File: config.mk
export PLATFORM = sky130hd
export DESIGN_NAME = pwm_peripheral
export DESIGN_NICKNAME = d
export VERILOG_FILES = /design/src/rtl/pwm_peripheral.sv
export SDC_FILE = /design/constraint.sdc
export NUM_CORES = 1
export LEC_CHECK = 0
export CAP_MARGIN = 20
export CORE_MARGIN = 2
export CORE_UTILIZATION = 41
export CTS_CLUSTER_DIAMETER = 150
export DETAILED_ROUTE_END_ITERATION = 12
export PLACE_DENSITY_LB_ADDON = 0.25
export SETUP_SLACK_MARGIN = 0.1
export SLEW_MARGIN = 0
export SYNTH_ARGS = -nofsm -noshare
export SYNTH_HDL_FRONTEND = slang
export SYNTH_SLANG_ARGS = --single-unit
File: constraint.sdc
create_clock -name clk -period 2.1 [get_ports clk]
set_input_delay 0.21 -clock clk [delete_from_list [all_inputs] [get_ports clk]]
set_output_delay 0.21 -clock clk [all_outputs]
set_load 0.01 [all_outputs]
File: src/rtl/pwm_peripheral.sv
// pwm_peripheral: drives 16 pins low, high, or with a shared 8-bit PWM waveform.
// Optional macro PWM_DUTY_SHADOW_EN: duty is latched at period wrap instead of used live.
module pwm_peripheral #(
  parameter int PRESCALE = 13
) (
  input  logic        clk,
  input  logic        rst_n,
  input  logic [7:0]  en_reg_out_7_0,
  input  logic [7:0]  en_reg_out_15_8,
  input  logic [7:0]  en_reg_pwm_7_0,
  input  logic [7:0]  en_reg_pwm_15_8,
  input  logic [7:0]  pwm_duty_cycle,
  output logic [15:0] out,
  output logic        period_start
);

  localparam int PW = (PRESCALE > 1) ? $clog2(PRESCALE) : 1;
  localparam logic [PW-1:0] PRESC_MAX = PW'(PRESCALE - 1);

  logic [PW-1:0] presc_cnt_q, presc_cnt_d;
  logic [7:0]    pwm_cnt_q, pwm_cnt_d;
  logic [15:0]   out_q, out_d;
  logic          period_start_q, period_start_d;
  logic [15:0]   en_out, en_pwm;
  logic [7:0]    duty_ref;
  logic          tick, wrap, pwm_level;

  assign en_out = {en_reg_out_15_8, en_reg_out_7_0};
  assign en_pwm = {en_reg_pwm_15_8, en_reg_pwm_7_0};

  assign tick = (presc_cnt_q == PRESC_MAX);
  assign wrap = tick && (pwm_cnt_q == 8'hFF);

`ifdef PWM_DUTY_SHADOW_EN
  logic [7:0] duty_q, duty_d;

  assign duty_d   = wrap ? pwm_duty_cycle : duty_q;
  assign duty_ref = duty_q;

  always_ff @(posedge clk or negedge rst_n) begin
    if (!rst_n) duty_q <= 8'h00;
    else        duty_q <= duty_d;
  end
`else
  assign duty_ref = pwm_duty_cycle;
`endif

  // 0xFF is continuous high rather than 255/256 of the period
  assign pwm_level = (duty_ref == 8'hFF) || (pwm_cnt_q < duty_ref);

  always_comb begin
    presc_cnt_d    = tick ? '0 : presc_cnt_q + PW'(1);
    pwm_cnt_d      = tick ? pwm_cnt_q + 8'd1 : pwm_cnt_q;
    out_d          = en_out & (~en_pwm | {16{pwm_level}});
    period_start_d = wrap;
  end

  always_ff @(posedge clk or negedge rst_n) begin
    if (!rst_n) begin
      presc_cnt_q    <= '0;
      pwm_cnt_q      <= 8'h00;
      out_q          <= 16'h0000;
      period_start_q <= 1'b0;
    end else begin
      presc_cnt_q    <= presc_cnt_d;
      pwm_cnt_q      <= pwm_cnt_d;
      out_q          <= out_d;
      period_start_q <= period_start_d;
    end
  end

  assign out          = out_q;
  assign period_start = period_start_q;

endmodule

==> results of run 1 <==
-- area by class of cell --
| class | count | share of cell area, % |
|---|---|---|
| flip-flops and latches | 29 | 35.3 |
| repair buffers | 60 | 29.6 |
| clock buffers | 8 | 2.37 |
| inverters | 11 | 2.01 |
| multi-input cells | 65 | 28.1 |
| well taps | 44 | 2.68 |
-- cell families after synthesis --
family	count (synthesis)	share of synthesized area, %
buf+inv	13	4.23
flops	29	53.3
xor+xnor	8	5.15
compound gates	26	19.1
fa+ha+maj	10	9.19
simple gates	20	8.18
mux	1	0.827
-- worst paths after layout --
kind	startpoint	endpoint	slack, ns
max	pwm_duty_cycle[7]	out[1]	0.33
min	rst_n	presc_cnt_q[3]	0.26
max in group asynchronous	rst_n	out[0]	1.58
min in group clk	en_reg_out_15_8[7]	out[15]	0.44
max reg2reg	pwm_cnt_q[5]	out[1]	0.33
min reg2reg	presc_cnt_q[3]	presc_cnt_q[3]	0.47
-- routing by layer --
| layer | global-route usage [%] | vias to the layer above | routed length (um) | share of wire (%) |
|---|---|---|---|---|
| met2 | 23.9 | 41 | 1370 | 50 |
| met3 | 8.40 | 5 | 247 | 9.1 |
| li1 | - | 505 | - | - |
| met5 | 0 | - | 0 | 0 |
| met4 | 6.38 | 0 | 45 | 1.6 |
| met1 | 18.9 | 477 | 1070 | 39 |
-- worst reg2reg max path: cells and delay by family (launching register included) --
family / cells / cell delay, ns
AO/OA/AOI/OAI: 3 / 0.48
adder cells (fa/ha/maj): 1 / 0.31
buffers and inverters: 1 / 0.20
flip-flops: 1 / 0.43
AND/OR/NAND/NOR: 1 / 0.23
-- power by group --
| group | total (mW) | leakage (nW) | switching (mW) | internal (mW) |
|---|---|---|---|---|
| Sequential | 0.578 | 0.348 | 0.00420 | 0.574 |
| Combinational | 0.167 | 0.514 | 0.0532 | 0.114 |
| Clock | 0.300 | 0.0265 | 0.167 | 0.133 |
| Total | 1.05 | 0.889 | 0.225 | 0.821 |
-- registers in the layout, indices dropped and copies added, names as in the netlist --
signal        count
out              16
period_start      1
presc_cnt_q       4
pwm_cnt_q         8
-- synth_stat cells (2+ instances only) --
| cell | number |
|---|---|
| dfrtp_1 | 29 |
| nand2_1 | 3 |
| inv_1 | 11 |
| xor2_1 | 2 |
| nand4_1 | 5 |
| a21oi_1 | 2 |
| nor2_1 | 6 |
| and3_1 | 2 |
| xnor2_1 | 6 |
| a21boi_2 | 10 |
| a21boi_0 | 6 |
| ha_1 | 10 |
==> flow_metrics.tcl, run 1 <==
set metrics [dict create \
    die_w_um 61.6 \
    synth_top_flop_cell "dfrtp_1" \
    preCtsSetupSlack_ns -0.0130 \
    setup-tns-final_ns 0 \
    holdBufCountCts 0 \
    cts.htree.levels 2 \
    hpwl_mm 2.22 \
    hp-class "in2async" \
    antenna_found_initial 0 \
    clock-sinks 29 \
    yosysWarnings 0 \
    power_mw 1.05 \
    grt_pass1_vias 997 \
    clock_tree.root_cell "clkbuf_4" \
    worst_slew_pin_slew_ns 0.349 \
    r2r_cells 6 \
    cts_tree "built" \
    drtIter0Drc 27 \
    vias_per_cell 4.74 \
    setup.worst_path.class "in2reg" \
    async_flop_share_pct 100 \
    cp.required_ns 2.29 \
    slew_violations 0 \
    ir_drop_mv 0.361 \
    initial_core_util_pct 43.9 \
    synth.top_cell.area_share_pct 53.3 \
    syn_avg_cell_area_um2 12.7 \
    synth_area_leaders "dfrtp_1 (53%), ha_1 (9.2%), a21boi_2 (8.3%)" \
    holdWs_ns 0.256 \
    numPortBuffers 58 \
    place_area_um2 2010 \
    post_cts_buffers 0 \
    multi_input_area_um2 578 \
    grt_usage_pct 15.8 \
    crit_path_top_delay_cell "clkdlybuf4s50_1" \
    synthToLayoutAreaGrowth_pct 51.1 \
    fin_ws_ns 0.325 \
    cp.depth 8 \
    rows 20 \
    grt_pass1_wl_mm 4.28 \
    totalWireLength_mm 2.73 \
    grt_max_degree 30 \
    io_pins 59 \
    syn_inst 107 \
    p_leak_nw 0.889 \
    synth-edff-count 0 \
    route.detailed.drc 0 \
    seqCellArea_um2 726 \
    gp_congestion 0.702 \
    crit_arrival_ns 1.97 \
    overflow 0 \
    cp-start-kind "primary input" \
    fp.dieH_um 61.6 \
    ant_nets 0 \
    drv_cap 0 \
    syn_nets 159 \
    critPathCaptureType "flop" \
    final_cell_count_no_fill 217 \
    rsz0062_at_grt "no" \
    clkSlewWorstSetupHoldPaths_ns 0.08 \
    routed-via-count 1028 \
    place_inst 209 \
    min_period_ns 1.77 \
    layout.cells.most_common_list "clkdlybuf4s50_1 (58), dfrtp_1 (29), inv_1 (11)" \
    status "finished, final reports clean" \
    powerDensity_nw_per_um2 508 \
    cp_cell_sequence "clkdlybuf4s50_1 -> inv_1 -> ha_1 -> and4_2 -> o21ai_2 -> o32ai_2 -> buf_12 -> a21boi_0" \
    yosys.area.top_type "dfrtp_1" \
    die_area_um2 3800 \
    mostFrequentLayoutCell "clkdlybuf4s50_1" \
    skew_ns 0.00587 \
    cts.repair.resized 0 \
    nNetsFinal 224 \
    wl_per_cell_um 12.6 \
    slew_headroom_pct 76.7 \
    slowest_delay_ns 0.49 \
    netlist_area_um2 1360 \
    utilization_pct 66.3 \
    critPathBufInv 3 \
    coreArea_um2 3100 \
    synth_cell_type_count 27 \
    clkLatencyLatePin_ns 0.32 \
    ys_ff_latch 29 \
    fillerInstances 263 \
    crit_family "buffers and inverters" \
    clock_path_buffers 2 \
    min_period_over_period_pct 84.5 \
    antenna_cells 0 \
    fmax_ghz 0.563 \
    hold_viol 0 \
    finalSetupViolations 0 \
    yosysSeqAreaShare_pct 53.3 \
    cp_max_fo 16 \
    cts_buffers 5 \
    firstDrtPassIters 4 \
    drive_gt1_share_pct 13.9 \
    stdcell_area_um2 2060 \
]
Note: power is estimated with default switching activity, not from simulation.
==> inputs of run 2 (changes only) <==
- clock period: 2.1 -> 1.76 ns (I/O delays scaled with it)
==> run 2 against run 1 <==
Wire length increased by 25%. Die area unchanged. Critical path depth decreased by 1. Design area grew 15%. First-iteration DRC count rose by 30%. Setup slack got worse by 0.31 ns. Global-route usage increased by 3.1 points. Count of clock-buffer cells in the layout unchanged. Clock skew is 0.00094 ns higher. Worst hold slack lost 0.033 ns. Clock power up 25%. Sequential cell count is the same. Critical path type is now reg2reg. Critical endpoint is now out[14]. Largest power group unchanged.
==> flow_metrics.tcl, run 2 (synthesis gave the netlist of run 1 again) <==
set metrics [dict create \
    cts_tree "built" \
    drtIter0Drc 35 \
    setup.worst_path.class "reg2reg" \
    min_period_over_period_pct 99.2 \
    drive_gt1_share_pct 28.9 \
    overflow 0 \
    cp_max_fo 5 \
    fillerInstances 231 \
    clkSlewWorstSetupHoldPaths_ns 0.08 \
    worstSetupStartpoint "pwm_cnt_q[6]" \
    fp.dieH_um 61.6 \
    cp-start-kind "flop" \
    finalSetupViolations 0 \
    clock-sinks 29 \
    slew_headroom_pct 74.9 \
    drv_cap 0 \
    totalWireLength_mm 3.40 \
    status "finished, final reports clean" \
    skew_ns 0.00681 \
    grt_pass1_wl_mm 4.98 \
    io_pins 59 \
    hp-class "in2async" \
    worst_slew_pin_slew_ns 0.377 \
    initial_core_util_pct 43.9 \
    clock_tree.root_cell "clkbuf_4" \
    rr_startpoint "pwm_cnt_q[6]" \
    wl_per_cell_um 14.3 \
    rsz0062_at_grt "yes" \
    p_leak_nw 1.01 \
    antenna_cells 0 \
    preCtsSetupSlack_ns -0.661 \
    seqCellArea_um2 726 \
    critPathCaptureType "flop" \
    gp_congestion 0.719 \
    slew_violations 0 \
    fmax_ghz 0.573 \
    rows 20 \
    clkLatencyLatePin_ns 0.32 \
    r2r_end "out[14]" \
    ir_drop_mv 0.497 \
    vias_per_cell 4.76 \
    largest_reg_flops 16 \
    numPortBuffers 58 \
    grt_max_degree 30 \
    mostFrequentLayoutCell "clkdlybuf4s50_1" \
    antenna_found_initial 0 \
    synthToLayoutAreaGrowth_pct 73.2 \
    nNetsFinal 245 \
    layout.cells.most_common_list "clkdlybuf4s50_1 (58), dfrtp_1 (29), buf_4 (19)" \
    powerDensity_nw_per_um2 549 \
    utilization_pct 76.0 \
    cts.htree.levels 2 \
    hpwl_mm 2.51 \
    coreArea_um2 3100 \
    power_mw 1.29 \
    routed-via-count 1132 \
    final_cell_count_no_fill 238 \
    cts_buffers 5 \
    r2r_cells 7 \
    cp.required_ns 1.97 \
    die_w_um 61.6 \
    ff2ff_setup_slack_ns 0.01 \
    multi_input_area_um2 693 \
    grt_pass1_vias 1190 \
    firstDrtPassIters 4 \
    fin_ws_ns 0.0134 \
    hold_viol 0 \
    route.detailed.drc 0 \
    die_area_um2 3800 \
    clock_path_buffers 2 \
    crit_arrival_ns 1.96 \
    place_inst 220 \
    min_period_ns 1.75 \
    ant_nets 0 \
    grt_usage_pct 18.9 \
    cp-endpoint "out[14]" \
]
run 2: changes by cell type in the layout (fill, tap and decap cells not counted), sizes merged:
cell	before	now
buf	2	23
run 2: final cells by class:
type / count / area share, %
clock buffers: 8 / 2.07
inverters: 11 / 1.75
flip-flops and latches: 29 / 30.8
repair buffers: 81 / 33.7
well taps: 44 / 2.34
multi-input cells: 65 / 29.4
run 2: worst max-delay path, stage by stage (launching register included):
cell and delay, ns:
dfrtp_1 0.42, ha_4 0.28, and4_4 0.23, o21ai_4 0.06, o32ai_4 0.30, buf_6 0.17, buf_12 0.12, a21boi_2 0.04
run 2: worst min-delay path by stage:
stage / end / cells past startpoint / start / slack, ns
6_report: pwm_cnt_q[1] / 2 / rst_n / 0.22
4_1_cts: pwm_cnt_q[1] / 2 / rst_n / 0.22
2_1_floorplan: out[0] / 0 / rst_n / -0.12
3_5_place_dp: presc_cnt_q[3] / 1 / presc_cnt_q[3] / 0.47
3_3_place_gp: presc_cnt_q[3] / 1 / presc_cnt_q[3] / 0.45
5_1_grt: out[10] / 2 / rst_n / 0.24
run 2: metal layers:
layer / vias to the layer above / share of wire [%] / global-route usage, %
met1: 540 / 36 / 19.1
met2: 44 / 54 / 33.4
met4: 0 / 1.6 / 7.29
li1: 543 / - / -
met5: - / 0 / 0
met3: 5 / 8.2 / 9.24
run 2: stage by stage:
step,area [um^2],hold WS [ns],TNS [ns]
2_1_floorplan,1390,-0.120,0
4_1_cts,2270,0.224,0
3_5_place_dp,2100,0.469,-8.80
3_3_place_gp,2100,0.447,-7.63
6_report,2360,0.223,0
5_1_grt,2360,0.245,-0.199
run 2: power breakdown:
group | switching, mW | internal (mW) | leakage (nW)
combinational | 0.0767 | 0.154 | 0.638
sequential | 0.00518 | 0.685 | 0.348
clock | 0.215 | 0.159 | 0.0265
run 2: what timing repair did:
action	4_1_cts	5_1_grt
endpoints found under the setup margin	16	20
gates resized for setup	13	10
gates cloned	1	0
pin swaps	6	16
buffers inserted	5	5
hold buffers	0	0
==> inputs of run 3 (changes only) <==
- PLACE_DENSITY_LB_ADDON: 0.25 -> 0.08
==> run 3 against run 2 <==
The run now ends with negative setup slack left. Fmax shrank 2.6%. Register-to-register slack lost 0.05 ns. Core utilization shrank 0.56 points. Clock power is essentially flat. Sequential cell count is the same. Wire length shrank 3.9%. Clock skew grew 0.0019 ns. Design area shrank 0.74%. Total power shrank 0.51%. Via count shrank 2.1%. Critical path type unchanged.
==> flow_metrics.tcl, run 3 (synthesis gave the netlist of run 1 again) <==
set metrics [dict create \
    status "finished with violations" \
    violations "negative setup slack" \
    antenna_cells 0 \
    crit_path_top_delay_cell "dfrtp_1" \
    cp_max_fo 5 \
    clkLatencyLatePin_ns 0.32 \
    overflow 0 \
    crit_arrival_ns 2.00 \
    initial_core_util_pct 43.9 \
    die_area_um2 3800 \
    grt_usage_pct 19.2 \
    coreArea_um2 3100 \
    worst_slew_pin_slew_ns 0.362 \
    place_area_um2 2100 \
    cts_tree "built" \
    ant_nets 0 \
    highest_layer "met4" \
    fp.dieH_um 61.6 \
    firstDrtPassIters 4 \
    numPortBuffers 58 \
    rows 20 \
    cp-start-kind "flop" \
    grt_max_degree 30 \
    io_pins 59 \
    critPathBufInv 2 \
    totalWireLength_mm 3.27 \
    finalSetupViolations 8 \
    cp.required_ns 1.97 \
    wl_per_cell_um 13.9 \
    layout.cells.most_common_list "clkdlybuf4s50_1 (58), dfrtp_1 (29), a21boi_2 (15), buf_4 (15), inv_1 (11)" \
    preCtsSetupSlack_ns -0.693 \
    vias_per_cell 4.71 \
    route.detailed.drc 0 \
    cts_buffers 5 \
    stdcell_area_um2 2340 \
    slew_headroom_pct 75.6 \
    slew_violations 0 \
    skew_ns 0.00872 \
    clkSlewWorstSetupHoldPaths_ns 0.09 \
    holdBufCountCts 0 \
    crit_family "compound AO/OA/AOI/OAI gates" \
    min_period_ns 1.79 \
    utilization_pct 75.4 \
    drv_cap 0 \
    hold_viol 0 \
    rsz0062_at_grt "yes" \
    setup.worst_path.class "reg2reg" \
    drive_gt1_share_pct 28.8 \
    gp_congestion 0.808 \
    wl_met3_um 310 \
    hp-class "in2async" \
    grt_pass1_vias 1196 \
    slowest_delay_ns 0.43 \
    fin_ws_ns -0.0334 \
    clock_path_buffers 2 \
    power_mw 1.29 \
    hpwl_mm 2.38 \
    cp_cell_sequence "ha_4 -> and4_4 -> o21ai_4 -> o32ai_4 -> buf_6 -> buf_16 -> a21boi_2" \
    drtIter0Drc 27 \
    r2r_cells 7 \
    nNetsFinal 242 \
    synthToLayoutAreaGrowth_pct 71.9 \
    largest_reg_flops 16 \
    antenna_found_initial 0 \
    routed-via-count 1108 \
    ir_drop_mv 0.488 \
    cts.htree.levels 2 \
    mostFrequentLayoutCell "clkdlybuf4s50_1" \
    die_w_um 61.6 \
    min_period_over_period_pct 102 \
    wl_met2_mm 1.64 \
    critPathCaptureType "flop" \
    cp.depth 7 \
    grt_pass1_wl_mm 5.13 \
    clock_tree.root_cell "clkbuf_4" \
    drt-met1-wl_mm 1.29 \
    clock-sinks 29 \
    powerDensity_nw_per_um2 551 \
    p_leak_nw 1.01 \
    fmax_ghz 0.558 \
]
[run 3: area by class of cell]
cell class | instances | area [um^2]
fillers | 228 | 763
repair buffers | 78 | 783
multi-input cells | 65 | 683
flip-flops and latches | 29 | 726
well taps | 44 | 55.1
clock buffers | 6 | 41.3
inverters | 11 | 41.3
clock inverters | 2 | 10.0
[run 3: final timing paths]
kind / from / to / slack (ns)
setup / recovery: pwm_cnt_q[5] / out[5] / -0.03
hold / removal: rst_n / presc_cnt_q[1] / 0.23
setup reg to reg: pwm_cnt_q[5] / out[5] / -0.03
hold reg to reg: presc_cnt_q[0] / presc_cnt_q[0] / 0.50
max in group asynchronous: rst_n / out[13] / 1.26
min in group clk: en_reg_pwm_7_0[3] / out[3] / 0.39
[run 3: stage by stage]
step / std cells / setup TNS (ns) / hold slack, ns
finish: 235 / -0.188 / 0.230
global route: 235 / -0.545 / 0.256
CTS: 233 / -0.114 / 0.220
detailed placement: 219 / -9.68 / 0.489
global placement: 219 / -8.68 / 0.451
floorplan: 107 / 0 / -0.120
[run 3: what timing repair did]
action	CTS	global route
setup endpoints to repair	17	19
resized for setup	11	12
setup buffers	5	2
pin swaps	6	15
gates cloned	1	0
[run 3: power breakdown]
part | leakage [nW] | switching [mW] | internal (mW)
combinational | 0.625 | 0.0752 | 0.152
clock | 0.0320 | 0.220 | 0.152
sequential | 0.348 | 0.00515 | 0.685
total | 1.01 | 0.300 | 0.988
[run 3: per-layer routing]
layer  global-route usage, %  vias to the layer above
met2                    31.7                       45
li1                        -                      538
met1                    21.1                      523
met5                       0                        -
met3                    9.66                        2
met4                    7.60                        0
